`config.mk`:
```
export PLATFORM = sky130hd
export DESIGN_NAME = ahb_req_master
export DESIGN_NICKNAME = d
export VERILOG_FILES = /design/src/rtl/ahb3lite_pkg.sv /design/src/rtl/ahb_lane_align.sv /design/src/rtl/ahb_req_master.sv
export SDC_FILE = /design/constraint.sdc
export NUM_CORES = 1
export LEC_CHECK = 0
export ABC_AREA = 1
export CAP_MARGIN = 20
export CORE_MARGIN = 4
export CORE_UTILIZATION = 49
export CTS_CLUSTER_SIZE = 20
export DETAILED_ROUTE_END_ITERATION = 16
export PLACE_DENSITY = 0.81
export SLEW_MARGIN = 20
export SYNTH_ARGS = -nofsm -noshare
export SYNTH_HDL_FRONTEND = slang
export SYNTH_HIERARCHICAL = 1
export SYNTH_SLANG_ARGS = --single-unit
```
`constraint.sdc`:
```
create_clock -name HCLK -period 2.04 [get_ports HCLK]
set_clock_uncertainty 0.15 [all_clocks]
set_input_delay 0.306 -clock HCLK [delete_from_list [all_inputs] [get_ports HCLK]]
set_output_delay 0.306 -clock HCLK [all_outputs]
set_load 0.01 [all_outputs]
```
`src/rtl/ahb3lite_pkg.sv`:
```
// AHB-Lite encodings shared by the request master, plus the request struct
// and the size/alignment helpers used on both sides of the lane aligner.
package ahb3lite_pkg;

  localparam logic [1:0] HTRANS_IDLE   = 2'b00;
  localparam logic [1:0] HTRANS_BUSY   = 2'b01;
  localparam logic [1:0] HTRANS_NONSEQ = 2'b10;
  localparam logic [1:0] HTRANS_SEQ    = 2'b11;

  localparam logic [2:0] HSIZE_B8    = 3'b000;
  localparam logic [2:0] HSIZE_B16   = 3'b001;
  localparam logic [2:0] HSIZE_B32   = 3'b010;
  localparam logic [2:0] HSIZE_B64   = 3'b011;
  localparam logic [2:0] HSIZE_B128  = 3'b100;
  localparam logic [2:0] HSIZE_B256  = 3'b101;
  localparam logic [2:0] HSIZE_B512  = 3'b110;
  localparam logic [2:0] HSIZE_B1024 = 3'b111;

  localparam logic [2:0] HBURST_SINGLE = 3'b000;
  localparam logic [2:0] HBURST_INCR   = 3'b001;
  localparam logic [2:0] HBURST_WRAP4  = 3'b010;
  localparam logic [2:0] HBURST_INCR4  = 3'b011;
  localparam logic [2:0] HBURST_WRAP8  = 3'b100;
  localparam logic [2:0] HBURST_INCR8  = 3'b101;
  localparam logic [2:0] HBURST_WRAP16 = 3'b110;
  localparam logic [2:0] HBURST_INCR16 = 3'b111;

  localparam logic HRESP_OKAY  = 1'b0;
  localparam logic HRESP_ERROR = 1'b1;

  typedef struct packed {
    logic        write;
    logic [31:0] addr;
    logic [2:0]  size;
    logic [63:0] wdata;
    logic        local_err;
  } ahb_req_t;

  // Only the low three address bits can matter on a 64-bit bus.
  function automatic logic size_misaligned(input logic [2:0] addr_lo, input logic [2:0] size);
    logic mis;
    case (size)
      HSIZE_B8:  mis = 1'b0;
      HSIZE_B16: mis = addr_lo[0];
      HSIZE_B32: mis = |addr_lo[1:0];
      HSIZE_B64: mis = |addr_lo[2:0];
      default:   mis = 1'b1;
    endcase
    return mis;
  endfunction

  function automatic logic [63:0] size_mask(input logic [2:0] size);
    logic [63:0] mask;
    case (size)
      HSIZE_B8:  mask = 64'h0000_0000_0000_00FF;
      HSIZE_B16: mask = 64'h0000_0000_0000_FFFF;
      HSIZE_B32: mask = 64'h0000_0000_FFFF_FFFF;
      default:   mask = 64'hFFFF_FFFF_FFFF_FFFF;
    endcase
    return mask;
  endfunction

endpackage

```
`src/rtl/ahb_lane_align.sv`:
```
// Byte-lane steering for the 64-bit data bus: right-justified write data is
// moved onto its lanes, and read data is pulled back down and masked to size.
module ahb_lane_align
  import ahb3lite_pkg::*;
(
  input  logic [2:0]  addr_lo,
  input  logic [2:0]  size,
  input  logic [63:0] wdata,
  input  logic [63:0] hrdata,
  output logic [63:0] hwdata,
  output logic [63:0] rdata
);

  logic [63:0] mask;
  logic [5:0]  shamt;

  assign mask   = size_mask(size);
  assign shamt  = {addr_lo, 3'b000};
  assign hwdata = (wdata & mask) << shamt;
  assign rdata  = (hrdata >> shamt) & mask;

endmodule

```
`src/rtl/ahb_req_master.sv`:
```
// AHB-Lite single-transfer master: valid/ready requests in, NONSEQ/SINGLE transfers
// out, in-order responses back. Optional wait-state timeout: AHB_REQ_MASTER_TIMEOUT_EN.
module ahb_req_master
  import ahb3lite_pkg::*;
#(
  parameter logic [3:0]  HPROT_VAL      = 4'b0011,
  parameter int unsigned TIMEOUT_CYCLES = 256
) (
  input  logic        HCLK,
  input  logic        HRESETn,
  input  logic        req_valid,
  output logic        req_ready,
  input  logic        req_write,
  input  logic [31:0] req_addr,
  input  logic [2:0]  req_size,
  input  logic [63:0] req_wdata,
  output logic        rsp_valid,
  output logic [63:0] rsp_rdata,
  output logic        rsp_err,
  output logic [31:0] HADDR,
  output logic [1:0]  HTRANS,
  output logic        HWRITE,
  output logic [2:0]  HSIZE,
  output logic [2:0]  HBURST,
  output logic [3:0]  HPROT,
  output logic [63:0] HWDATA,
  output logic        HSEL,
  input  logic        HREADY,
  input  logic        HRESP,
  input  logic [63:0] HRDATA
);

  ahb_req_t    a_q, a_d, d_q, d_d, new_req;
  logic        a_valid_q, a_valid_d;
  logic        d_valid_q, d_valid_d;
  logic        cancel_q, cancel_d;
  logic        rsp_valid_q, rsp_valid_d;
  logic        rsp_err_q, rsp_err_d;
  logic [63:0] rsp_rdata_q, rsp_rdata_d;
  logic [63:0] hwdata_lane, rd_lane;
  logic        accept;
  logic        hold_off;
  logic        unused_d_addr;

  assign unused_d_addr = ^d_q.addr[31:3];

  always_comb begin
    new_req.write     = req_write;
    new_req.addr      = req_addr;
    new_req.size      = req_size;
    new_req.wdata     = req_wdata;
    new_req.local_err = size_misaligned(req_addr[2:0], req_size);
  end

  ahb_lane_align u_lane_align (
    .addr_lo (d_q.addr[2:0]),
    .size    (d_q.size),
    .wdata   (d_q.wdata),
    .hrdata  (HRDATA),
    .hwdata  (hwdata_lane),
    .rdata   (rd_lane)
  );

  // A slot can only refill when it is empty or its address phase is being accepted now.
  assign req_ready = HRESETn && !hold_off && (!a_valid_q || (HREADY && !cancel_q));
  assign accept    = req_valid && req_ready;

  assign HTRANS = (a_valid_q && !a_q.local_err && !cancel_q) ? HTRANS_NONSEQ : HTRANS_IDLE;
  assign HSEL   = (HTRANS == HTRANS_NONSEQ);
  assign HADDR  = a_q.addr;
  assign HWRITE = a_q.write;
  assign HSIZE  = a_q.size;
  assign HBURST = HBURST_SINGLE;
  assign HPROT  = HPROT_VAL;
  assign HWDATA = (d_valid_q && d_q.write && !d_q.local_err) ? hwdata_lane : 64'd0;

  assign rsp_valid = rsp_valid_q;
  assign rsp_err   = rsp_err_q;
  assign rsp_rdata = rsp_rdata_q;

`ifdef AHB_REQ_MASTER_TIMEOUT_EN
  logic [15:0] to_cnt_q, to_cnt_d;
  logic        flush_q, flush_d;
  logic        timeout;

  assign timeout  = !HREADY && d_valid_q && (to_cnt_q == 16'(TIMEOUT_CYCLES - 1));
  assign hold_off = timeout || flush_q;

  always_comb begin
    to_cnt_d = (!HREADY && d_valid_q && !timeout) ? to_cnt_q + 16'd1 : 16'd0;
    flush_d  = timeout && a_valid_q;
  end

  always_ff @(posedge HCLK) begin
    if (!HRESETn) begin
      to_cnt_q <= 16'd0;
      flush_q  <= 1'b0;
    end else begin
      to_cnt_q <= to_cnt_d;
      flush_q  <= flush_d;
    end
  end
`else
  logic unused_timeout;
  assign unused_timeout = ^TIMEOUT_CYCLES;
  assign hold_off       = 1'b0;
`endif

  always_comb begin
    a_valid_d   = a_valid_q;
    a_d         = a_q;
    d_valid_d   = d_valid_q;
    d_d         = d_q;
    cancel_d    = cancel_q;
    rsp_valid_d = 1'b0;
    rsp_err_d   = 1'b0;
    rsp_rdata_d = 64'd0;
    if (HREADY) begin
      cancel_d = 1'b0;
      if (d_valid_q) begin
        rsp_valid_d = 1'b1;
        rsp_err_d   = d_q.local_err | HRESP | cancel_q;
        rsp_rdata_d = (rsp_err_d || d_q.write) ? 64'd0 : rd_lane;
      end
      // After a two-cycle error the A slot was never put on the bus; keep it for reissue.
      if (cancel_q) begin
        d_valid_d = 1'b0;
      end else begin
        d_valid_d = a_valid_q;
        d_d       = a_q;
        a_valid_d = 1'b0;
      end
    end else if (HRESP && d_valid_q && !d_q.local_err) begin
      cancel_d = 1'b1;
    end
    if (accept) begin
      a_valid_d = 1'b1;
      a_d       = new_req;
    end
`ifdef AHB_REQ_MASTER_TIMEOUT_EN
    if (flush_q) begin
      rsp_valid_d = 1'b1;
      rsp_err_d   = 1'b1;
      rsp_rdata_d = 64'd0;
    end
    if (timeout) begin
      rsp_valid_d = 1'b1;
      rsp_err_d   = 1'b1;
      rsp_rdata_d = 64'd0;
      a_valid_d   = 1'b0;
      d_valid_d   = 1'b0;
      cancel_d    = 1'b0;
    end
`endif
  end

  always_ff @(posedge HCLK) begin
    if (!HRESETn) begin
      a_valid_q   <= 1'b0;
      a_q         <= '0;
      d_valid_q   <= 1'b0;
      d_q         <= '0;
      cancel_q    <= 1'b0;
      rsp_valid_q <= 1'b0;
      rsp_err_q   <= 1'b0;
      rsp_rdata_q <= 64'd0;
    end else begin
      a_valid_q   <= a_valid_d;
      a_q         <= a_d;
      d_valid_q   <= d_valid_d;
      d_q         <= d_d;
      cancel_q    <= cancel_d;
      rsp_valid_q <= rsp_valid_d;
      rsp_err_q   <= rsp_err_d;
      rsp_rdata_q <= rsp_rdata_d;
    end
  end

endmodule

```
# Word-level counts from Yosys, hierarchy flattened
# Index checks and enable logic that the tools add are counted.
# word_totals
output_inout_bits,177
regBits,242
inputBits,169
# classes
bitwise,8
mux,9
n_reduce_logical,26
shift,2
n_eq_ne,7
# ops
operator,count
case mux 64 bit (3 select lines),1
AND 64 bit,2
2-to-1 mux 64 bit,1
left shift 64 x 6 -> 64 bit,1
>> shifter 64 x 6 -> 64 bit,1
"equality test 3 x 2 -> 1 bit, second input constant",3
logical AND 1 bit,9
"equality test 3 x 1 -> 1 bit, second input constant",2
logical NOT 3 bit,2
AND reduction 2 bit,3
2-to-1 mux 1 bit,5
logical NOT 1 bit,4
inverter 1 bit,4
case mux 1 bit (4 select lines),1
OR reduction 2 bit,2
OR reduction 4 bit,1
AND reduction 3 bit,1
OR reduction 3 bit,1
"equality test 2 bit, second input constant",1
logical OR 1 bit,2
2-to-1 mux 2 bit,1
"!= test 2 x 1 -> 1 bit, second input constant",1
bitwise OR 1 bit,2
nonzero test 2 bit,1

# Longest topological paths before layout
# Gate-level depths: netlist of the first run.
# depth
word_depth,7
depth_mapped,10
ltp_nobuf,9

# Modules after synthesis
# The synthesis of the first run kept the hierarchy.
# by_module_without_submodules
mod,seq_area_each_um2,cells_each,area_each_um2,instances
ahb_req_master,4844.6,1175,8936.1,1
ahb_lane_align,0.0,883,3963.8,1

# Worst setup path after synthesis of the first run
# Ideal clock, no wire load.
# synth_timing
path_type,reg-to-output
start,register d_q[66] in the netlist's numbering
end,output HWDATA[48]
t_required_ps,1584
stages_incl_launch_ff,10
path_buffers,1
arrival_ps,1256
setup_slack_ps,328
cell_sequence,dfxtp_1 nand2_1 nand2_4 nand2_4 buf_6 o21ai_0 nand2_1 nand2_1 inv_1 nor2_1
# synth_via
elab_chain_cells,5
elab_cells_between_ends,7
# synth_rtl
item,line_no,text
start: declaration,ahb_req_master.sv:33,"ahb_req_t a_q, a_d, d_q, d_d, new_req;"
start signal: assignment,ahb_req_master.sv:162,d_q <= '0;
start signal: assignment,ahb_req_master.sv:171,d_q <= d_d;
equality test 3 x 2 -> 1 bit (tied with other cells),ahb3lite_pkg.sv:54,case (size)
case mux 64 bit (3 select lines) (*),ahb3lite_pkg.sv:54,
AND 64 bit (*),ahb_lane_align.sv:19,assign hwdata = (wdata & mask) << shamt;
left shift 64 x 6 -> 64 bit (*),ahb_lane_align.sv:19,
net hwdata_lane[48],ahb_req_master.sv:40,"logic [63:0] hwdata_lane, rd_lane;"
2-to-1 mux 64 bit (*),ahb_req_master.sv:75,assign HWDATA = (d_valid_q && d_q.write && !d_q.local_err) ? hwdata_lane : 64'd0;
end: declaration,ahb_req_master.sv:26,"output logic [63:0] HWDATA,"
# Mark *: on every way through the listed nets, which the timed path passes. The rest lies on a longest branch.

# Worst setup path in the final report of the first run
# layout_timing
start,register d_q[68] in the netlist's numbering
end,output HWDATA[61]
# layout_via
elab_chain_cells,2
# layout_rtl
item,line_no
left shift 64 x 6 -> 64 bit,ahb_lane_align.sv:19
net hwdata_lane[61],ahb_req_master.sv:40
2-to-1 mux 64 bit,ahb_req_master.sv:75
# The timed path passes the listed nets, and every way through them passes these cells.

==> out/qor.yml, run 1 <==
cts_tree: "yes"
cellLeakagePower_uw: 0.00872
multiInputGateArea_sq_um: 7520
grt_max_degree: 101
synth_common_cells: "nand2_1, nand3_1, nor2_1"
core-area_sq_um: 26000
start_util: 0.496
slew_headroom: 0.497
critPathBufInv: 4
critPathKind: "flop to output pin"
dp_hpwl_um: 35000
cts_sinks: 242
track_usage: 0.324
yosys.area.top_type: "dfxtp_1"
synth_seq_cells: 242
routed_wl_um: 49600
synth_seq_area_share: 0.376
dieArea_sq_um: 29000
clk_pin_slew_ns: 0.06
peakVddDrop_uv: 792
cp_data_required_time_ns: 1.58
tns_ns: -25.11
finalSetupViolCount: 64
yosysMostFrequentCell: "nand2_1"
synth_area_sq_um: 12900
num_vias: 14900
worstPathCellList: "buf_12 > buf_16 > or2_0 > o21ai_1 > o21ai_1 > nand2_1 > nand2_2 > inv_2 > nor2_2 > buf_2"
critical_path_cell_count: 10
syn_inst: 2058
drc: 0
outcome: "finished with violations"
syn_avg_cell_area_sq_um: 6.27
ios: 346
powerDensity_nw_per_um2: 696
wl_per_cell_um: 18.0
layout_setup_ws_ns: -0.514
grt_first_pass_wirelength_um: 76000
syn_to_final_growth_pct: 50.5
first_pass_iters: 6
ctsRootBufferMaster: "clkbuf_16"
die_x_um: 170
grt_pass1_vias: 14300
synth_top_area_frac: 0.376
finalHoldViolations: 0
grt.overflow.total: 0
fin_crit_ns: 2.55
antenna_found_initial: 1
finalMaxSlewViolations: 0
fin_nets: 2570
async_flop_share: 0
critPathArrivalTime_ns: 2.10
synth_cell_types: 29
maxCapViolations: 0
p_total_uw: 13500
violations: "setup timing"
ff_latch_area_sq_um: 4870
synth_edf_count: 0
cts_made_buffers: 26
crit_path_max_incr_delay_ns: 0.43
min_period_over_period: 1.25
cp_top_family: "simple AND/OR/NAND/NOR gates"
highest_layer: "met5"
drive_gt1_frac: 0.231
rows: 59
drt_iter0_drc: 1646
hp-class: "primary input to flop"
clockBufferDepth: 3
routed-wl-met3_um: 5370
worst_pin_slew_ns: 0.754
wirelength_met1_um: 19200
portBuffers: 337
ff2ff_path_depth: 9
via_per_inst: 5.42
synth_ff_type: "dfxtp_1"
ys_top_cells_by_area: "dfxtp_1, nand3_1, nand2_1, nor2_1, o21ai_0"
num-fill-cells: 2073
cp-start-kind: "flop"
crit_fanout: 8
htree_levels: 1
cpMostUsedCell: "o21ai_1"
clk_latency_ns: 0.54
yosys_warnings: 6
rsz0062_at_grt: "yes"
slowest_stage: "dfxtp_4"
die_h_um: 170
fmax_mhz: 392
ant_nets: 0
cp-end-kind: "output pin"
routed-wl-met2_um: 22900
hold_depth: 4
gp_routability_congestion: 0.958
registers in the layout (all words and copies together), names as in the netlist:
signal,cells
HADDR,32
a_q,65
d_valid_q,1
rsp_err,1
d_q,72
a_valid_q,1
cancel_q,1
rsp_rdata,64
HSIZE,3
HWRITE,1
rsp_valid,1
layout make-up:
| class | count | area share |
|---|---|---|
| flip-flops and latches | 242 | 0.251 |
| multi-input cells | 1434 | 0.387 |
| diodes | 1 | 0.000129 |
| repair buffers | 500 | 0.252 |
| inverters | 197 | 0.0394 |
| well taps | 335 | 0.0216 |
| clock buffers | 33 | 0.0375 |
| clock inverters | 14 | 0.0113 |
power by group:
part | switching (uW) | leakage [uW] | total [uW] | internal, uW
clock network | 1980 | 0.000466 | 5140 | 3160
logic | 1770 | 0.00626 | 3170 | 1400
registers | 213 | 0.00199 | 5190 | 4980
metal layers:
layer  vias up  global-route usage
met5         -                   0
met4         2               0.119
met3       163              0.0702
met2       824               0.541
met1      6820               0.413
li1       7140                   -
worst register-to-register path: stages (launching register included):
cell and delay, ns:
dfxtp_4 0.39, clkinv_4 0.09, bufbuf_16 0.30, buf_12 0.22
nand2_1 0.10, nand2_1 0.10, o21ai_0 0.10, nor2_1 0.12
inv_1 0.05, nor2_1 0.22
path summary, 6_finish.rpt:
path / endpoint / slack (ns) / from
hold / removal: a_q[36] / 0.12 / req_valid
setup reg to reg: rsp_rdata[28] / 0.09 / d_q[68]
setup / recovery: HWDATA[61] / -0.51 / d_q[68]
hold reg to reg: a_q[60] / 0.31 / a_q[60]
through the flow:
| stage | setup slack [ns] | utilization | cell area [sq um] | hold WS (ns) | std cells |
|---|---|---|---|---|---|
| floorplan | 0.328 | - | 12900 | 0.290 | 2064 |
| global placement | -0.419 | 0.643 | 16700 | 0.298 | 2659 |
| detailed placement | -0.408 | 0.643 | 16700 | 0.302 | 2659 |
| CTS | -0.476 | 0.726 | 18900 | 0.119 | 2745 |
| global route | -0.561 | 0.747 | 19400 | 0.154 | 2755 |
| finish | -0.514 | 0.747 | 19400 | 0.124 | 2756 |
repair_timing:
item,in CTS,in global routing
pin swaps,88,73
endpoints found under the hold margin,3,0
setup buffers,33,10
gates resized for setup,554,130
hold buffers,1,0
cloned,8,2
setup endpoints to repair,73,104
placed cells by master (no fill, tap or decap), types with 3 or more instances in the layout:
master | Yosys | final
a21oi_1 | 39 | 28
a21oi_2 | 0 | 7
a21oi_4 | 1 | 5
buf_12 | 0 | 26
buf_16 | 0 | 4
buf_2 | 47 | 64
buf_4 | 64 | 95
buf_6 | 10 | 31
buf_8 | 0 | 5
bufinv_16 | 0 | 5
clkbuf_16 | 0 | 28
clkbuf_8 | 0 | 5
clkdlybuf4s50_1 | 0 | 268
clkinv_2 | 0 | 5
conb_1 | 2 | 8
dfxtp_1 | 242 | 236
dfxtp_4 | 0 | 6
inv_1 | 189 | 166
inv_2 | 7 | 26
nand2_1 | 466 | 385
nand2_2 | 4 | 68
nand2_4 | 3 | 19
nand3_1 | 363 | 275
nand3_2 | 0 | 60
nand3_4 | 0 | 28
nor2_1 | 362 | 325
nor2_2 | 2 | 25
nor2_4 | 2 | 16
o211ai_1 | 14 | 14
o21ai_0 | 149 | 122
o21ai_1 | 5 | 18
o21ai_2 | 0 | 11
o21ai_4 | 0 | 3
or2_1 | 4 | 4
or2_2 | 4 | 3
cell families after synthesis:
group,count (synthesis),synth area share
other cells,2,0.000582
buf+inv,389,0.142
compound gates,211,0.0867
flops,242,0.376
simple gates,1214,0.395
No activity file was read; power rests on OpenSTA's default activity.
==> run 2: changes to the inputs <==
--- a/config.mk
+++ b/config.mk
@@ -8,10 +8,11 @@
 export ABC_AREA = 1
 export CAP_MARGIN = 20
 export CORE_MARGIN = 4
-export CORE_UTILIZATION = 49
+export CORE_UTILIZATION = 30
 export CTS_CLUSTER_SIZE = 20
 export DETAILED_ROUTE_END_ITERATION = 16
-export PLACE_DENSITY = 0.81
+export REMOVE_ABC_BUFFERS = 1
+export SKIP_CTS_REPAIR_TIMING = 1
 export SLEW_MARGIN = 20
 export SYNTH_ARGS = -nofsm -noshare
 export SYNTH_HDL_FRONTEND = slang
==> out/qor.yml, run 2 (synthesis results as in run 1) <==
outcome: "finished with violations"  # unchanged
violations: "setup timing"  # unchanged
grt_first_pass_wirelength_um: 73500  # was 76,000 um
clk_latency_ns: 0.56  # was 0.54 ns
cellLeakagePower_uw: 0.00855  # was 0.00872 uW
powerDensity_nw_per_um2: 708  # was 696 nW/um^2
gp_routability_congestion: 0.901  # was 0.958
layout_setup_ws_ns: -0.466  # was -0.514 ns
hold_depth: 3  # was 4
fin_crit_ns: 2.51  # was 2.55 ns
cts_sinks: 242  # unchanged
reg2reg_to: "rsp_rdata[2]"  # was rsp_rdata[28]
num_vias: 14300  # was 14.9k
portBuffers: 337  # unchanged
utilization: 0.444  # was 0.747
ios: 346  # unchanged
seqPwrFrac: 0.389  # was 0.385
grt_pass1_vias: 13800  # was 14.3k
peakVddDrop_uv: 521  # was 792 uV
cts_made_buffers: 29  # was 26
first_pass_iters: 5  # was 6
htree_levels: 1  # unchanged
rsz0062_at_grt: "yes"  # unchanged
fin_nets: 2548  # was 2,570
min_period_over_period: 1.23  # was 1.25
ctsRootBufferMaster: "clkbuf_16"  # unchanged
largest_register_ffs: 72  # unchanged
antenna-diode-count: 0  # was 1
finalNonFillerCells: 2936  # was 2,756
track_usage: 0.194  # was 0.324
worstHoldStart: "req_wdata[43]"  # was req_valid
worst_hold_slack_ns: 0.151  # was 0.124 ns
reg2reg_slack_ns: 0.11  # was 0.09 ns
layout_commonest_cell: "nand2_1"  # unchanged
power.share.clock: 0.397  # was 0.381
die_h_um: 215  # was 170 um
tns_ns: -23.40  # was -25.11 ns
cp-end-kind: "output pin"  # unchanged
drc: 0  # unchanged
syn_to_final_growth_pct: 45.2  # was 50.5%
finalHoldViolations: 0  # unchanged
clockBufferDepth: 3  # unchanged
finalMaxSlewViolations: 0  # unchanged
p_int_uw: 9440  # was 9540 uW
ant_nets: 0  # unchanged
final_cell_mix: "nand2_1, nor2_1, nand3_1"  # unchanged
drt_iter0_drc: 759  # was 1,646
critPathArrivalTime_ns: 2.05  # was 2.10 ns
antenna_found_initial: 0  # was 1
rows: 75  # was 59
hp-class: "primary input to flop"  # unchanged
regMostFlops: "d_q"  # unchanged
dieArea_sq_um: 46400  # was 29,000 sq um
critPathKind: "flop to output pin"  # unchanged
wl_per_cell_um: 16.9  # was 18.0 um
cts_tree: "yes"  # unchanged
dp_hpwl_um: 34500  # was 35,000 um
power_switching_uw: 3830  # was 3970 uW
ff_latch_area_sq_um: 4860  # was 4870 sq um
finalSetupViolCount: 64  # unchanged
routed_wl_um: 49700  # was 49,600 um
via_per_inst: 4.87  # was 5.42
cp-start-kind: "flop"  # unchanged
grt_max_degree: 91  # was 101
fmax_mhz: 399  # was 392 MHz
worstReg2RegStart: "d_q[68]"  # unchanged
holdPathEnd: "a_q[44]"  # was a_q[36]
swShare: 0.289  # was 0.294
drive_gt1_frac: 0.156  # was 0.231
cp_data_required_time_ns: 1.58  # about the same
crit_fanout: 8  # unchanged
clk_pin_slew_ns: 0.06  # about the same
core-area_sq_um: 42200  # was 26,000 sq um
start_util: 0.305  # was 0.496
grt.overflow.total: 0  # unchanged
multiInputGateArea_sq_um: 6720  # was 7520 sq um
die_x_um: 215  # was 170 um
place_inst: 2863  # was 2,659
maxCapViolations: 0  # unchanged
pwr-share-comb: 0.214  # was 0.234
ff2ff_path_depth: 10  # was 9
num-fill-cells: 4353  # was 2,073
run 2: cell types whose count changed in the layout (fill, tap and decap cells not counted), sizes merged, moves of 4 or more:
cell and change:
buf -41, clkinv -4, clkbuf +14, clkdlybuf4s50 -5
dlymetal6s2s +15
run 2: cell type report:
cell class,instances,share of cell area
repair buffers,475,0.253
well taps,539,0.0360
inverters,197,0.0403
multi-input cells,1434,0.359
flip-flops and latches,242,0.260
clock buffers,38,0.0443
clock inverters,11,0.00768
run 2: per-layer routing:
layer  share of wire  wire length, um  GRT usage
met1            0.42            20800      0.237
met2            0.48            23800      0.336
met3           0.075             3730     0.0503
met4           0.027             1360     0.0575
met5               0                0          0
run 2: per-stage QoR:
stage               area [sq um]  setup slack, ns  total power [uW]
floorplan                  11800            -3.14              6420
global placement           17000           -0.380              7760
detailed placement         17000           -0.377              7790
CTS                        18000           -0.993             13200
global route               18700           -0.587             13900
finish                     18700           -0.466             13300
run 2: critical path, cell delays in order, from the launching register on:
cell,delay (ns)
dfxtp_4,0.36
nor2_4,0.18
buf_6,0.15
nand2_8,0.12
nand3_1,0.17
nand2_1,0.07
nand2_1,0.06
nand3_1,0.10
inv_1,0.08
nor2_1,0.04
dlymetal6s2s_1,0.17
run 2: worst max-delay path by stage:
stage,from,end,cells past startpoint
finish,d_q[67],HWDATA[42],10
global route,d_q[67],HWDATA[26],10
CTS,d_q[66],HWDATA[8],8
detailed placement,d_q[66],HWDATA[8],8
global placement,d_q[67],HWDATA[30],10
floorplan,d_q[68],HWDATA[24],7
run 2: power by group through the flow:
stage | Sequential, uW | Clock (uW) | Combinational [uW]
after floorplan | 5290 | 0 | 1140
after global placement | 5250 | 0 | 2510
after detailed placement | 5250 | 0 | 2540
after CTS | 5150 | 5440 | 2550
after global routing | 5190 | 5610 | 3130
final | 5160 | 5270 | 2840
==> run 3: changes to the inputs <==
--- a/config.mk
+++ b/config.mk
@@ -12,6 +12,7 @@
 export CTS_CLUSTER_SIZE = 20
 export DETAILED_ROUTE_END_ITERATION = 16
 export REMOVE_ABC_BUFFERS = 1
+export SETUP_SLACK_MARGIN = 0.2
 export SKIP_CTS_REPAIR_TIMING = 1
 export SLEW_MARGIN = 20
 export SYNTH_ARGS = -nofsm -noshare
==> out/qor.yml, run 3 (synthesis results as in run 1) <==
min_period_over_period: 1.23  # about the same
dieArea_sq_um: 46400  # unchanged
hp-class: "primary input to flop"  # unchanged
antenna_found_initial: 0  # unchanged
grt_max_degree: 91  # unchanged
cp_data_required_time_ns: 1.58  # about the same
maxCapViolations: 0  # unchanged
cellLeakagePower_uw: 0.00877  # was 0.00855 uW
largest_register_ffs: 72  # unchanged
powerDensity_nw_per_um2: 699  # was 708 nW/um^2
grt.overflow.total: 0  # unchanged
antenna-diode-count: 0  # unchanged
ant_nets: 0  # unchanged
gp_routability_congestion: 0.901  # unchanged
multiInputGateArea_sq_um: 6950  # was 6720 sq um
clockBufferDepth: 3  # unchanged
layout_commonest_cell: "nand2_1"  # unchanged
num-fill-cells: 4298  # was 4,353
slowest_stage: "dfxtp_4"  # unchanged
finalSetupViolCount: 66  # was 64
portBuffers: 337  # unchanged
finalMaxSlewViolations: 0  # unchanged
clk_pin_slew_ns: 0.06  # about the same
cp-start-kind: "flop"  # unchanged
clk_latency_ns: 0.56  # about the same
ff_latch_area_sq_um: 4860  # about the same
track_usage: 0.194  # unchanged
fin_nets: 2567  # was 2,548
cp-end-kind: "output pin"  # unchanged
crit_path_max_incr_delay_ns: 0.36  # about the same
routed_wl_um: 51800  # was 49,700 um
syn_to_final_growth_pct: 49.5  # was 45.2%
layout_setup_ws_ns: -0.463  # was -0.466 ns
outcome: "finished with violations"  # unchanged
num_vias: 14600  # was 14.3k
tns_ns: -23.54  # was -23.40 ns
crit_fanout: 8  # unchanged
finalHoldViolations: 0  # unchanged
via_per_inst: 4.93  # was 4.87
wl_per_cell_um: 17.5  # was 16.9 um
p_total_uw: 13500  # was 13,300 uW
regMostFlops: "d_q"  # unchanged
core-area_sq_um: 42200  # unchanged
rows: 75  # unchanged
final_cell_mix: "nand2_1, nor2_1, nand3_1"  # unchanged
worstPathCellList: "nor2_4 > buf_6 > nand2_8 > nand3_1 > nand3_1 > nand3_1 > nand2_1 > inv_1 > nor2_1 > dlymetal6s2s_1"  # was nor2_4 > buf_6 > nand2_8 > nand3_1 > nand2_1 > nand2_1 > nand3_1 > inv_1 > nor2_1 > dlymetal6s2s_1
fin_crit_ns: 2.50  # was 2.51 ns
die_h_um: 215  # unchanged
ctsRootBufferMaster: "clkbuf_16"  # unchanged
drc: 0  # unchanged
fmax_mhz: 400  # was 399 MHz
peakVddDrop_uv: 520  # was 521 uV
grt_pass1_vias: 13800  # unchanged
worst_hold_slack_ns: 0.0872  # was 0.151 ns
cts_sinks: 242  # unchanged
violations: "setup timing"  # unchanged
critPathArrivalTime_ns: 2.05  # about the same
start_util: 0.305  # unchanged
cts_made_buffers: 29  # unchanged
grt_first_pass_wirelength_um: 73500  # unchanged
drive_gt1_frac: 0.188  # was 0.156
ios: 346  # unchanged
cts_tree: "yes"  # unchanged
rsz0062_at_grt: "yes"  # unchanged
dp_hpwl_um: 34500  # unchanged
die_x_um: 215  # unchanged
critPathKind: "flop to output pin"  # unchanged
first_pass_iters: 5  # unchanged
drt_iter0_drc: 887  # was 759
cpMostUsedCell: "nand3_1"
htree_levels: 1  # unchanged
[run 3: changes by cell type in the layout (fill, tap and decap cells not counted), moves of 12 or more]
cell / change
o21ai_0: -24
nand2_1: -19
o21ai_1: +15
nand2_2: +14
a21oi_1: -13
a21oi_2: +12
[run 3: final cells by class]
class / instances / area share
inverters: 197 / 0.0391
flip-flops and latches: 242 / 0.252
clock inverters: 11 / 0.00746
well taps: 539 / 0.0350
clock buffers: 38 / 0.0430
multi-input cells: 1434 / 0.360
repair buffers: 494 / 0.263
[run 3: power breakdown]
group / internal (uW) / switching, uW
Sequential: 4990 / 176
Combinational: 1350 / 1700
Clock: 3210 / 2060
[run 3: metrics by stage]
step           utilization  cells  area, sq um  setup WS [ns]
2_1_floorplan            -   1872        11800          -3.14
3_3_place_gp         0.403   2863        17000         -0.380
3_5_place_dp         0.403   2863        17000         -0.377
4_1_cts              0.426   2912        18000         -0.993
5_1_grt              0.457   2955        19300         -0.587
6_report             0.457   2955        19300         -0.463
[run 3: per-layer routing]
layer	share of wire	global-route usage	up-vias
met5	0	0	-
met4	0.035	0.0575	0
met3	0.080	0.0503	126
met2	0.48	0.336	610
met1	0.40	0.237	6704
li1	-	-	7129
[run 3: worst max-delay path: cells and delay by family, from the launching register on]
family | cells | cell delay [ns]
buffers and inverters | 3 | 0.37
DFF | 1 | 0.36
and+or+nand+nor | 7 | 0.76
[run 3: path summary, 6_finish.rpt]
kind | start | to | slack [ns] | depth (start not counted)
worst max-delay path | d_q[67] | HWDATA[58] | -0.46 | 10
worst min register to register | a_q[3] | a_q[3] | 0.31 | 2
worst min-delay path | HRESETn | cancel_q | 0.09 | 4
worst max register to register | d_q[68] | rsp_rdata[8] | -0.02 | 11
